[config.mk]
export PLATFORM = sky130hd
export DESIGN_NAME = uart_tx_scheduler
export DESIGN_NICKNAME = d
export VERILOG_FILES = /design/src/rtl/uart_tx_scheduler_pkg.sv /design/src/rtl/uart_tx_rr_arb.sv /design/src/rtl/uart_tx_scheduler.sv
export SDC_FILE = /design/constraint.sdc
export NUM_CORES = 1
export LEC_CHECK = 0
export CAP_MARGIN = 20
export CELL_PAD_IN_SITES_DETAIL_PLACEMENT = 0
export CELL_PAD_IN_SITES_GLOBAL_PLACEMENT = 2
export CORE_MARGIN = 2
export CORE_UTILIZATION = 25
export CTS_BUF_LIST = sky130_fd_sc_hd__clkbuf_8 sky130_fd_sc_hd__clkbuf_16
export DETAILED_ROUTE_END_ITERATION = 8
export MAX_ROUTING_LAYER = met4
export PLACE_DENSITY = 0.69
export REMOVE_ABC_BUFFERS = 1
export SLEW_MARGIN = 30
export SYNTH_ARGS = -nofsm -noshare
export SYNTH_HDL_FRONTEND = slang
export SYNTH_HIERARCHICAL = 1
export SYNTH_SLANG_ARGS = --single-unit
[constraint.sdc]
create_clock -name CLK -period 2 [get_ports CLK]
set_input_delay 0.3 -clock CLK [delete_from_list [all_inputs] [get_ports CLK]]
set_output_delay 0.3 -clock CLK [all_outputs]
set_load 0.02 [all_outputs]
[src/rtl/uart_tx_scheduler_pkg.sv]
// Shared definitions for the UART transmit scheduler.
// Provides the state encoding, the requester-id constants and a counter-width
// helper used to size the timeout and gap counters.
package uart_tx_scheduler_pkg;

    typedef enum logic [2:0] {
        ST_IDLE    = 3'd0,
        ST_LOAD    = 3'd1,
        ST_WAIT_HI = 3'd2,
        ST_WAIT_LO = 3'd3,
        ST_GAP     = 3'd4
    } state_t;

    // Requester ids; also the bit positions in the arbiter's one-hot grant.
    localparam logic REQ_RF  = 1'b0;
    localparam logic REQ_ALU = 1'b1;

    // Bits needed to count 0..n-1, never less than one.
    function automatic int unsigned cnt_width(input int unsigned n);
        return (n <= 1) ? 1 : $clog2(n);
    endfunction

endpackage

[src/rtl/uart_tx_rr_arb.sv]
// Two-way round-robin arbiter between the register-file and ALU requesters.
// Ports:
//   req_rf, req_alu : request inputs
//   ptr             : side preferred on a tie (REQ_RF / REQ_ALU)
//   grant_c         : one-hot grant, bit REQ_RF / REQ_ALU (combinational)
//   flip_c          : pointer must toggle; only on a tie (combinational)
module uart_tx_rr_arb (
    input  logic       req_rf,
    input  logic       req_alu,
    input  logic       ptr,
    output logic [1:0] grant_c,
    output logic       flip_c
);
    import uart_tx_scheduler_pkg::*;

    // A lone request always wins; a tie goes to the pointer's side.
    always_comb begin
        grant_c = 2'b00;
        flip_c  = 1'b0;
        if (req_rf && req_alu) begin
            grant_c[ptr] = 1'b1;
            flip_c       = 1'b1;
        end else if (req_rf) begin
            grant_c[REQ_RF] = 1'b1;
        end else if (req_alu) begin
            grant_c[REQ_ALU] = 1'b1;
        end
    end

endmodule

[src/rtl/uart_tx_scheduler.sv]
// Shares one UART transmitter between a 1-byte register-file path and a
// 2-byte (LSB first) ALU result path. Paces on TX_BUSY, inserts a GAP-cycle
// idle gap after every byte and retransmits when the transmitter ignores a
// strobe for TMO cycles.
// Ports:
//   CLK, RST             : clock, synchronous active-low reset
//   RF_RD_DATA/RF_RD_VLD : register-file byte request
//   ALU_OUT/ALU_OUT_VLD  : ALU 2-byte request
//   TX_BUSY              : transmitter busy flag
//   RF_ACK/ALU_ACK       : one-cycle capture pulses
//   TX_P_DATA/TX_D_VLD   : byte and strobe to the transmitter
//   SCHED_BUSY           : transfer in progress (grant+1 .. last gap cycle)
//   TMO_ERR              : one-cycle pulse per timeout retransmit
module uart_tx_scheduler #(
    parameter int unsigned width = 8,
    parameter int unsigned GAP   = 2,
    parameter int unsigned TMO   = 16
) (
    input  logic                 CLK,
    input  logic                 RST,
    input  logic [width-1:0]     RF_RD_DATA,
    input  logic                 RF_RD_VLD,
    input  logic [2*width-1:0]   ALU_OUT,
    input  logic                 ALU_OUT_VLD,
    input  logic                 TX_BUSY,
    output logic                 RF_ACK,
    output logic                 ALU_ACK,
    output logic [width-1:0]     TX_P_DATA,
    output logic                 TX_D_VLD,
    output logic                 SCHED_BUSY,
    output logic                 TMO_ERR
);
    import uart_tx_scheduler_pkg::*;

    localparam int unsigned HW = 2 * width;
    localparam int unsigned TW = cnt_width(TMO);
    localparam int unsigned GW = cnt_width(GAP);
    localparam logic [TW-1:0] TMO_LAST = TW'(TMO - 1);
    localparam logic [GW-1:0] GAP_LAST = GW'((GAP == 0) ? 0 : GAP - 1);

    state_t          state, state_n;
    logic [HW-1:0]   hold, hold_n;
    logic [1:0]      bytes_left, bytes_n;
    logic [TW-1:0]   tmo_cnt, tmo_n;
    logic [GW-1:0]   gap_cnt, gap_n;
    logic            rr_ptr, ptr_n;
    logic            rf_ack_n, alu_ack_n, d_vld_n, tmo_err_n, sched_busy_n;
    logic [width-1:0] p_data_n;
    logic [1:0]      grant;
    logic            flip;

    uart_tx_rr_arb u_arb (
        .req_rf  (RF_RD_VLD),
        .req_alu (ALU_OUT_VLD),
        .ptr     (rr_ptr),
        .grant_c (grant),
        .flip_c  (flip)
    );

    // State, datapath and registered outputs.
    always_ff @(posedge CLK) begin
        if (!RST) begin
            state      <= ST_IDLE;
            hold       <= '0;
            bytes_left <= '0;
            tmo_cnt    <= '0;
            gap_cnt    <= '0;
            rr_ptr     <= REQ_RF;
            RF_ACK     <= 1'b0;
            ALU_ACK    <= 1'b0;
            TX_P_DATA  <= '0;
            TX_D_VLD   <= 1'b0;
            SCHED_BUSY <= 1'b0;
            TMO_ERR    <= 1'b0;
        end else begin
            state      <= state_n;
            hold       <= hold_n;
            bytes_left <= bytes_n;
            tmo_cnt    <= tmo_n;
            gap_cnt    <= gap_n;
            rr_ptr     <= ptr_n;
            RF_ACK     <= rf_ack_n;
            ALU_ACK    <= alu_ack_n;
            TX_P_DATA  <= p_data_n;
            TX_D_VLD   <= d_vld_n;
            SCHED_BUSY <= sched_busy_n;
            TMO_ERR    <= tmo_err_n;
        end
    end

    // Next-state, datapath and next-output logic.
    always_comb begin
        state_n   = state;
        hold_n    = hold;
        bytes_n   = bytes_left;
        tmo_n     = tmo_cnt;
        gap_n     = gap_cnt;
        ptr_n     = rr_ptr;
        rf_ack_n  = 1'b0;
        alu_ack_n = 1'b0;
        d_vld_n   = 1'b0;
        tmo_err_n = 1'b0;
        p_data_n  = TX_P_DATA;

        unique case (state)
            ST_IDLE: begin
                if (grant[REQ_RF]) begin
                    hold_n   = HW'(RF_RD_DATA);
                    bytes_n  = 2'd1;
                    rf_ack_n = 1'b1;
                    state_n  = ST_LOAD;
                end else if (grant[REQ_ALU]) begin
                    hold_n    = ALU_OUT;
                    bytes_n   = 2'd2;
                    alu_ack_n = 1'b1;
                    state_n   = ST_LOAD;
                end
                if (flip) begin
                    ptr_n = ~rr_ptr;
                end
            end
            ST_LOAD: begin
                tmo_n   = '0;
                state_n = ST_WAIT_HI;
            end
            ST_WAIT_HI: begin
                // A busy flag already high (stale frame) is accepted as the rise.
                if (TX_BUSY) begin
                    state_n = ST_WAIT_LO;
                end else if (tmo_cnt == TMO_LAST) begin
                    tmo_err_n = 1'b1;
                    state_n   = ST_LOAD;
                end else begin
                    tmo_n = tmo_cnt + 1'b1;
                end
            end
            ST_WAIT_LO: begin
                if (!TX_BUSY) begin
                    bytes_n = bytes_left - 2'd1;
                    hold_n  = hold >> width;
                    gap_n   = '0;
                    if (GAP == 0) begin
                        state_n = (bytes_n != 2'd0) ? ST_LOAD : ST_IDLE;
                    end else begin
                        state_n = ST_GAP;
                    end
                end
            end
            ST_GAP: begin
                if (gap_cnt == GAP_LAST) begin
                    state_n = (bytes_left != 2'd0) ? ST_LOAD : ST_IDLE;
                end else begin
                    gap_n = gap_cnt + 1'b1;
                end
            end
            default: begin
                state_n = ST_IDLE;
            end
        endcase

        // Strobe and byte are registered so they appear during the LOAD cycle.
        if (state_n == ST_LOAD) begin
            d_vld_n  = 1'b1;
            p_data_n = hold_n[width-1:0];
        end
        sched_busy_n = (state_n != ST_IDLE);
    end

endmodule

======== After elaboration in Yosys (flattened, before gate mapping) ========
Index checks and enable logic that the tools add are counted.
storage, ports and cells
  flip-flop bits (word level) ............. 40
  input port bits ......................... 29
  output and inout port bits .............. 13
  logic and storage cells ................. 80
cells by class
  $add $sub $neg .......................... 3
  $lt $le $gt $ge ......................... 2
  equal/unequal tests ..................... 10
  multiplexer cells ....................... 33
  bitwise operators ....................... 4
  reduce and logical (&&, ||, !) cells .... 15
operators by type and width
  kind                                                                   number
  16-bit two-way mux                                                     3
  16-bit case mux with 2 select lines                                    1
  3-bit two-way mux                                                      6
  3-bit case mux with 5 select lines                                     1
  1-bit two-way mux                                                      12
  2-bit two-way mux                                                      4
  4-bit two-way mux                                                      2
  4-bit case mux with 2 select lines                                     1
  2-bit nonzero test                                                     4
  3-bit by 1-bit equality test with 1-bit output, second input constant  2
  3-bit by 2-bit equality test with 1-bit output, second input constant  2
  2-bit != test, second input constant                                   3
  2-bit AND reduction                                                    3
  3-bit AND reduction                                                    2
  3-bit OR reduction                                                     2
  4-bit by 1-bit adder with 4-bit output, second input constant          1
  4-bit equality test, second input constant                             1
  1-bit NOT                                                              4
  2-bit case mux with 2 select lines                                     1
  3-bit equality test, second input constant                             1
  3-bit zero test                                                        1
  3-bit != test, second input constant                                   1
  3-bit nonzero test                                                     1
  1-bit logical AND                                                      2
  other kinds (6)                                                        6

======== Depth between registers and ports, before layout ========
Gate-level depths: netlist of the first run.
  word-level depth ........................ 10
  gate-level depth with buffers ........... 9
  gate-level depth less buffers ........... 7

======== Cells and area by module ========
Netlist of the first run, hierarchy kept.
modules (own cells, without submodules)
  module             times used  cells an instance  area each (um2)  seq. area each (um2)
  uart_tx_scheduler  1           220                1908.1           800.8
  uart_tx_rr_arb     1           4                  25.0             0.0

======== Worst setup path before layout of the first run ========
Ideal clock, no wire load.
  path type ............................... register to register
  start ................................... reg rr_ptr
  end ..................................... reg TX_P_DATA[4]
  setup time .............................. 125 ps
  arrival ................................. 1623 ps
  required time ........................... 1875 ps
  setup slack ............................. 252 ps
  cell stages (with the launch flop) ...... 10
  buffers on the path ..................... 2
  cell sequence ........................... dfxtp_1 -> inv_1 -> a21boi_1 -> buf_2 -> nor2_1 -> o31ai_1 -> nand2_1 -> buf_2 -> a221oi_1 -> o21ai_1
between the ends
  longest elaborated chain between the ends .. 9
  elaborated cells on any way between the ends .. 13
ends and longest elaborated chain
  element                                                                                                     RTL line                  source
  start, declared                                                                                             uart_tx_scheduler.sv:46   logic rr_ptr, ptr_n;
  start signal, assigned                                                                                      uart_tx_scheduler.sv:81   rr_ptr <= ptr_n;
  1-bit by 2-bit < comparator with 1-bit output (implied by the code) or 1-bit >= comparator (tied branches)  uart_tx_rr_arb.sv:21      grant_c[ptr] = 1'b1;
  1-bit logical AND (implied by the code)                                                                     uart_tx_rr_arb.sv:21
  1-bit two-way mux (implied by the code)                                                                     uart_tx_rr_arb.sv:21
  1-bit demux with 1-bit select *                                                                             --
  2-bit two-way mux *                                                                                         uart_tx_rr_arb.sv:20      if (req_rf && req_alu) begin
  via grant[1]                                                                                                uart_tx_scheduler.sv:49   logic [1:0] grant;
  3-bit two-way mux                                                                                           uart_tx_scheduler.sv:112  end else if (grant[REQ_ALU]) begin
  3-bit two-way mux                                                                                           uart_tx_scheduler.sv:107  if (grant[REQ_RF]) begin
  3-bit case mux with 5 select lines                                                                          uart_tx_scheduler.sv:105  unique case (state)
  3-bit by 1-bit equality test with 1-bit output                                                              uart_tx_scheduler.sv:162  if (state_n == ST_LOAD) begin
  end signal, assigned                                                                                        uart_tx_scheduler.sv:84   TX_P_DATA <= p_data_n;
  end, declared                                                                                               uart_tx_scheduler.sv:28   output logic [width-1:0] TX_P_DATA,
Mark *: on every way through the listed nets, which the timed path passes. The rest lies on a longest branch. The select of a mux whose other input is x is not followed.
A chain may end at the register's enable or synchronous reset.

======== Worst setup path after layout of the first run ========
  start ................................... reg tmo_cnt[0]
  end ..................................... reg tmo_cnt[3]
between the ends
  longest elaborated chain between the ends .. 4
  elaborated cells on any way between the ends .. 7
ends and longest elaborated chain
  element                                 RTL line                  source
  start, declared                         uart_tx_scheduler.sv:44   logic [TW-1:0] tmo_cnt, tmo_n;
  start signal, assigned                  uart_tx_scheduler.sv:79   tmo_cnt <= tmo_n;
  4-bit by 1-bit adder with 4-bit output  uart_tx_scheduler.sv:134  tmo_n = tmo_cnt + 1'b1;
  4-bit two-way mux                       uart_tx_scheduler.sv:130  end else if (tmo_cnt == TMO_LAST) begin
  4-bit two-way mux                       uart_tx_scheduler.sv:128  if (TX_BUSY) begin
  4-bit case mux with 2 select lines      uart_tx_scheduler.sv:105
Several ways; a longest one is shown, not always the timed one. The select of a mux whose other input is x is not followed.

==> impl_metrics.csv, run 1 <==
group,metric,value,unit
route,drt_first_pass_iters,4,
yosys,syn-mean-instance-area,8.63,um2
sta,slew_violations,0,
sta,grt_setup_unrepaired,"false",
yosys,share_of_flip_flops_with_an_asynchronous_set_or_reset_after_synthesis,0,
yosys,post_synth_inst_count,224,
die,die_height,91.9,um
critical_path,cp-start-kind,"flip-flop",
layout,final_cells,386,
clocking,clkSlewWorstSetupHoldPaths,0.08,ns
sta,tightest_slew,0.426,ns
yosys,synth_top_cells_by_area,"sky130_fd_sc_hd__dfxtp_1 41%, sky130_fd_sc_hd__nor2_1 6.0%, sky130_fd_sc_hd__a22oi_1 4.7%",
die,core-area,7610,um2
die,initial_core_utilization,0.254,
yosys,synth_enable_flop_cells,0,
yosys,ys.warnings.count,6,
clocking,cts_tree,"done",
yosys,synth_area_leader_cell,"sky130_fd_sc_hd__dfxtp_1",
die,die-area,8450,um2
clocking,clk_root_buffer_cell,"sky130_fd_sc_hd__clkbuf_8",
route,via_per_inst,4.62,
sta,finalCriticalPeriod,1.85,ns
yosys,yosys.cell_count.top_type,"sky130_fd_sc_hd__dfxtp_1",
min_path,hp-class,"reg2reg",
critical_path,crit_path_end_kind,"flip-flop",
route,route.detailed.drc,0,
power_and_ir_drop,powerDensity,818,nW/um2
layout,area_delta_synth_final,41.9,%
critical_path,arrival_time_reported_for_the_critical_path_endpoint,2.07,ns
sta,fmaxAchievable,0.541,GHz
clocking,cts_inserted_buffers,5,
clocking,cts-root-to-sink-buffers,2,
sta,setup_slack,0.153,ns
yosys,synth.distinct_cells,48,
sta,timing.final.crit_share,0.924,
run_status,status,"completed",
global_route,grt_first_pass_wirelength,8.88,mm
clocking,cts.sink_count,40,
power_and_ir_drop,leakagePower,1.06,nW
route,detail_route.iter0.violations,109,
clocking,clk-insertion-delay-late,0.29,ns
yosys,synth-main-ff-cell,"sky130_fd_sc_hd__dfxtp_1",
global_route,number_of_global_route_vias_before_repair,1717,
critical_path,worst-setup-path-type,"reg2reg",
place,place_inst,378,
global_route,pin_count_of_the_biggest_net_entering_global_routing,25,
die,ios,42,
route,vias,1784,
place,dp.final_hpwl,3.92,mm
clocking,cts-htree-levels,2,
sta,finalHoldViolCount,0,
yosys,yosysTopAreaCellShare,0.414,
global_route,grt.overflow.total,0,
critical_path,worst_ep_required_time,2.23,ns
sta,slew_headroom,0.715,
sta,worst_hold_slack,0.495,ns
sta,skew,0.00379,ns
layout,drive_gt1_frac,0.180,
layout,finalCoreUtilization,0.361,
clocking,cts.repair_timing.setup_buffer_count,0,
power_and_ir_drop,fin_total_pwr,2.24,mW
clocking,holdBufCountCts,0,
yosys,seq_area_frac_synth,0.414,
sta,setup_viol,0,
layout,finalNetCount,314,
die,die_x,91.9,um
place,numPortBuffers,41,
run,max_cap_violations,0,
yosys,ffs_latches_synth,40,
place,post_place_worst_slack,-0.217,ns
die,row_count,32,
global_route,grt_antenna_before_repair,0,
route,antenna_violating_nets_post_route,0,
yosys,yosys-top-cells-count,"40 x sky130_fd_sc_hd__dfxtp_1, 31 x sky130_fd_sc_hd__nor2_1, 13 x sky130_fd_sc_hd__nand2_1",
layout,antenna_cells_inserted,0,
power_and_ir_drop,vdd_ir_drop_max,267,uV
global_route,groute.usage.overall,0.135,
critical_path,critical_path_peak_fanout,6,
place,globalplace.congestion,0.785,
yosys,post_synth_instance_area,1930,um2
route,drt-wirelength-per-cell,14.1,um
route,final_wirelength,5.43,mm
==> timing repair <==
item	CTS	global route
endpoints found under the setup margin	0	16
hold endpoints to repair	0	0
resized for setup	0	7
==> state kept, by name, indices dropped and copies added, names as in the netlist <==
signal      flops
ALU_ACK         1
bytes_left      2
gap_cnt         1
TMO_ERR         1
hold           16
TX_P_DATA       8
state           3
RF_ACK          1
TX_D_VLD        1
rr_ptr          1
tmo_cnt         4
SCHED_BUSY      1
==> report_power, final <==
part / internal [mW] / switching (mW)
sequential: 0.867 / 0.0419
clock: 0.370 / 0.303
combinational: 0.319 / 0.344
==> critical path: stages, from the launching register on <==
cell and delay, ns:
sky130_fd_sc_hd__dfxtp_1 0.36, sky130_fd_sc_hd__ha_1 0.26, sky130_fd_sc_hd__and3_4 0.21, sky130_fd_sc_hd__and3b_1 0.30, sky130_fd_sc_hd__nand4_1 0.10, sky130_fd_sc_hd__or4_1 0.40, sky130_fd_sc_hd__a21oi_1 0.15
==> final cells by class <==
| cell class | instances | area, um2 |
|---|---|---|
| Sequential cell | 40 | 801 |
| Inverter | 7 | 26.3 |
| Clock inverter | 3 | 42.5 |
| Tap cell | 102 | 128 |
| Fill cell | 804 | 4860 |
| Multi-Input combinational cell | 160 | 1040 |
| Timing Repair Buffer | 69 | 633 |
| Clock buffer | 5 | 68.8 |
==> layer usage <==
layer	track usage	vias to the layer above	wire length, um	share of wire
met3	0.0247	6	181	0.033
met2	0.185	29	2330	0.43
met4	0.0435	0	56	0.010
met5	-	-	0	0
met1	0.199	822	2860	0.53
li1	-	927	-	-
==> logic make-up (layout without fill, tap and decap cells) <==
family / count (synthesis) / in the layout / synth area share
xor gates and xnor gates: 1 / 1 / 0.00453
adders and majority gates: 2 / 2 / 0.0129
DFF: 40 / 40 / 0.414
and+or+nand+nor: 86 / 86 / 0.239
buffers and inverters: 24 / 84 / 0.0634
muxes: 7 / 7 / 0.0375
AOI/OAI and AO/OA: 64 / 64 / 0.228
==> per-stage QoR <==
stage	TNS (ns)	cell area, um2
5_1_grt	0	2740
3_5_place_dp	-3.37	2600
4_1_cts	0	2710
3_3_place_gp	-3.08	2600
6_report	0	2740
2_1_floorplan	-1.68	1840
==> placed cells by master, fill, tap and decap left out, types with 6 or more instances in the layout <==
| cell | netlist | routed |
|---|---|---|
| sky130_fd_sc_hd__dfxtp_1 | 40 | 40 |
| sky130_fd_sc_hd__a21oi_1 | 11 | 11 |
| sky130_fd_sc_hd__nor2_1 | 31 | 31 |
| sky130_fd_sc_hd__nand3_1 | 6 | 6 |
| sky130_fd_sc_hd__a22oi_1 | 12 | 12 |
| sky130_fd_sc_hd__inv_1 | 6 | 6 |
| sky130_fd_sc_hd__and2_1 | 8 | 8 |
| sky130_fd_sc_hd__buf_4 | 2 | 27 |
| sky130_fd_sc_hd__nand2_1 | 13 | 12 |
| sky130_fd_sc_hd__clkdlybuf4s50_1 | 0 | 41 |
| sky130_fd_sc_hd__o21ai_0 | 11 | 11 |
| sky130_fd_sc_hd__o211ai_1 | 8 | 8 |
==> worst paths after layout <==
path	cells after the start	slack [ns]	to	from
hold / removal	2	0.49	TX_P_DATA[2]	TX_P_DATA[2]
hold reg to reg	2	0.49	TX_P_DATA[2]	TX_P_DATA[2]
setup / recovery	6	0.15	tmo_cnt[3]	tmo_cnt[0]
setup reg to reg	6	0.15	tmo_cnt[3]	tmo_cnt[0]
Power figures use the tool's default switching activity.
==> inputs of run 2 (changes only) <==
- ABC_AREA: not set -> 0
==> results of run 2 <==
No change in the layout: final DEF, timing and power equal those of run 1.
==> inputs of run 3 (changes only) <==
- DONT_BUFFER_PORTS: not set -> 1
- PLACE_DENSITY: 0.69 -> 0.58
- RECOVER_POWER: not set -> 100
- SETUP_SLACK_MARGIN: not set -> 0.4
==> run 3 against run 2 <==
  * Via count down 4.7%
  * Largest power group unchanged
  * Cell count is 9.8% lower
  * Sequential share of layout area increased by 3.3 points
  * Flip-flop and latch count is the same
  * Maximum frequency rose by 7.1%
  * Count of clock-buffer cells in the layout up 1
  * Largest cell class unchanged
==> impl_metrics.csv, run 3 (same netlist as run 1, synthesis figures left out) <==
group,metric,value,unit
run_status,status,"completed",
die,die-area,8450,um2
route,via_per_inst,4.89,
route,met2_wirelength,2.66,mm
layout,area_delta_synth_final,29.1,%
critical_path,critical_path_peak_fanout,6,
critical_path,arrival_time_reported_for_the_critical_path_endpoint,1.90,ns
critical_path,rr_endpoint,"tmo_cnt[0]",
power_and_ir_drop,fin_total_pwr,2.14,mW
critical_path,worst_path_dominant_cell_family,"simple AND/OR/NAND/NOR gates",
critical_path,critPathMaxStageDelay,0.33,ns
layout,antenna_cells_inserted,0,
sta,fmaxAchievable,0.580,GHz
place,place_inst,328,
critical_path,worst-setup-path-type,"reg2reg",
die,initial_core_utilization,0.254,
run,max_cap_violations,0,
route,drt_first_pass_iters,4,
critical_path,worst_ep_required_time,2.17,ns
place,numPortBuffers,0,
clocking,holdBufCountCts,0,
layout,commonest_non_fill_non_tap_cell_in_the_layout,"sky130_fd_sc_hd__dfxtp_1",
die,die_height,91.9,um
layout,registers.top_by_ff_count,"hold",
route,final_wirelength,5.72,mm
route,vias,1700,
sta,setup_viol,0,
critical_path,reg2reg_depth,7,
sta,finalCriticalPeriod,1.72,ns
power_and_ir_drop,power.share.combinational,0.273,
route,routed_wl_met3,207,um
clocking,clk-insertion-delay-late,0.30,ns
clocking,cts.sink_count,40,
critical_path,critical_path.n_buffers_inverters,1,
place,globalplace.congestion,0.786,
power_and_ir_drop,p_int,1.42,mW
global_route,grt_antenna_before_repair,0,
route,route.layer.met1.wl,2.79,mm
critical_path,crit_path_end_kind,"flip-flop",
power_and_ir_drop,sequential_fraction_of_design_power,0.447,
clocking,clkSlewWorstSetupHoldPaths,0.09,ns
min_path,worst_hold_path.endpoint,"hold[2]",
power_and_ir_drop,vdd_ir_drop_max,256,uV
global_route,groute.usage.overall,0.146,
critical_path,r2r_slack,0.28,ns
critical_path,reg2reg_from,"tmo_cnt[0]",
route,route.detailed.drc,0,
route,detail_route.iter0.violations,61,
min_path,hp-class,"in2reg",
global_route,grt.overflow.total,0,
layout,final_design_area_no_fill,2500,um2
power_and_ir_drop,clkPwrFrac,0.280,
min_path,hold_path_depth,1,
layout,drive_gt1_frac,0.280,
sta,grt_setup_unrepaired,"true",
clocking,cts_inserted_buffers,5,
power_and_ir_drop,power.switching_fraction,0.336,
die,row_count,32,
die,die_x,91.9,um
sta,skew,0.00948,ns
layout,finalNetCount,276,
sta,finalHoldViolCount,0,
layout,final_cell_mix,"36 x sky130_fd_sc_hd__dfxtp_1, 30 x sky130_fd_sc_hd__nor2_1, 20 x sky130_fd_sc_hd__buf_4",
clocking,cts-htree-levels,2,
layout,final_cells,348,
power_and_ir_drop,leakagePower,0.933,nW
route,highest_routed_layer,"met4",
min_path,hold_path.startpoint,"RST",
die,ios,42,
critical_path,worstPathCellList,"ha_1 > and3_1 > and3b_2 > clkbuf_4 > mux2_2 > nand2_1 > a21oi_1",
place,dp.final_hpwl,3.93,mm
clocking,cts-root-to-sink-buffers,2,
layout,largest_register_ffs,16,
sta,slew_violations,0,
global_route,pin_count_of_the_biggest_net_entering_global_routing,25,
route,antenna_violating_nets_post_route,0,
global_route,grt_first_pass_wirelength,9.38,mm
clocking,clk_root_buffer_cell,"sky130_fd_sc_hd__clkbuf_8",
die,core-area,7610,um2
power_and_ir_drop,powerDensity,858,nW/um2
route,drt-wirelength-per-cell,16.4,um
global_route,number_of_global_route_vias_before_repair,1768,
layout,layout_top_registers,"hold x16, TX_P_DATA x8, tmo_cnt x4",
sta,slew_headroom,0.703,
clocking,cts_tree,"done",
place,post_dp_cell_area,2110,um2
power_and_ir_drop,switching_power,0.721,mW
critical_path,critical-path-slowest-cell,"sky130_fd_sc_hd__dfxtp_1",
layout,num-fill-cells,844,
sta,timing.final.crit_share,0.862,
sta,tightest_slew,0.444,ns
critical_path,cp-start-kind,"flip-flop",
run 3: through the flow:
step / utilization / hold slack [ns] / setup TNS, ns / setup slack (ns)
finish: 0.328 / 0.124 / 0 / 0.276
global route: 0.328 / 0.106 / 0 / 0.166
CTS: 0.317 / 0.112 / 0 / 0.329
detailed placement: 0.277 / 0.428 / 0 / 0.107
global placement: 0.277 / 0.424 / 0 / 0.125
floorplan: - / 0.422 / -1.68 / -0.239
run 3: how the worst max path moves through the flow:
stage                     startpoint           end  slack [ns]  cells past startpoint
after floorplan             state[0]       hold[2]       -0.24                      4
after global placement        rr_ptr  TX_P_DATA[6]        0.12                      7
after detailed placement  tmo_cnt[0]    tmo_cnt[3]        0.11                      6
after CTS                 tmo_cnt[0]    tmo_cnt[3]        0.33                      6
after global routing          rr_ptr  TX_P_DATA[5]        0.17                      7
final                     tmo_cnt[0]    tmo_cnt[0]        0.28                      7
run 3: cell type report:
class                      count  area (um2)  share of cell area
timing repair buffer          31         251               0.101
inverter                       7        26.3              0.0105
tap                          102         128              0.0511
multi-input combinational    160        1180               0.474
clock inverter                 2        15.0             0.00602
clock buffer                   6        82.6              0.0331
sequential                    40         811               0.325
run 3: worst reg2reg max path, stage by stage (launching register included):
cell and delay [ns]:
sky130_fd_sc_hd__dfxtp_1 0.33, sky130_fd_sc_hd__ha_1 0.22, sky130_fd_sc_hd__and3_1 0.20, sky130_fd_sc_hd__and3b_2 0.29, sky130_fd_sc_hd__clkbuf_4 0.15, sky130_fd_sc_hd__mux2_2 0.31
sky130_fd_sc_hd__nand2_1 0.06, sky130_fd_sc_hd__a21oi_1 0.05
run 3: timing repair:
| action | CTS | global route |
|---|---|---|
| setup buffers | 7 | 5 |
| resized for setup | 39 | 31 |
| gates cloned | 0 | 0 |
| endpoints found under the setup margin | 31 | 29 |
| pin swaps | 17 | 36 |
run 3: power by group through the flow:
stage | Sequential [mW] | Clock (mW) | Combinational (mW)
3_5_place_dp | 0.966 | 0 | 0.478
6_report | 0.957 | 0.600 | 0.585
4_1_cts | 0.954 | 0.630 | 0.548
3_3_place_gp | 0.966 | 0 | 0.484
5_1_grt | 0.965 | 0.652 | 0.644
2_1_floorplan | 0.969 | 0 | 0.282
run 3: routing by layer:
| metal | global-route usage | up-vias |
|---|---|---|
| met2 | 0.225 | 32 |
| li1 | - | 853 |
| met3 | 0.0312 | 4 |
| met4 | 0.0423 | 0 |
| met1 | 0.192 | 811 |
| met5 | - | - |
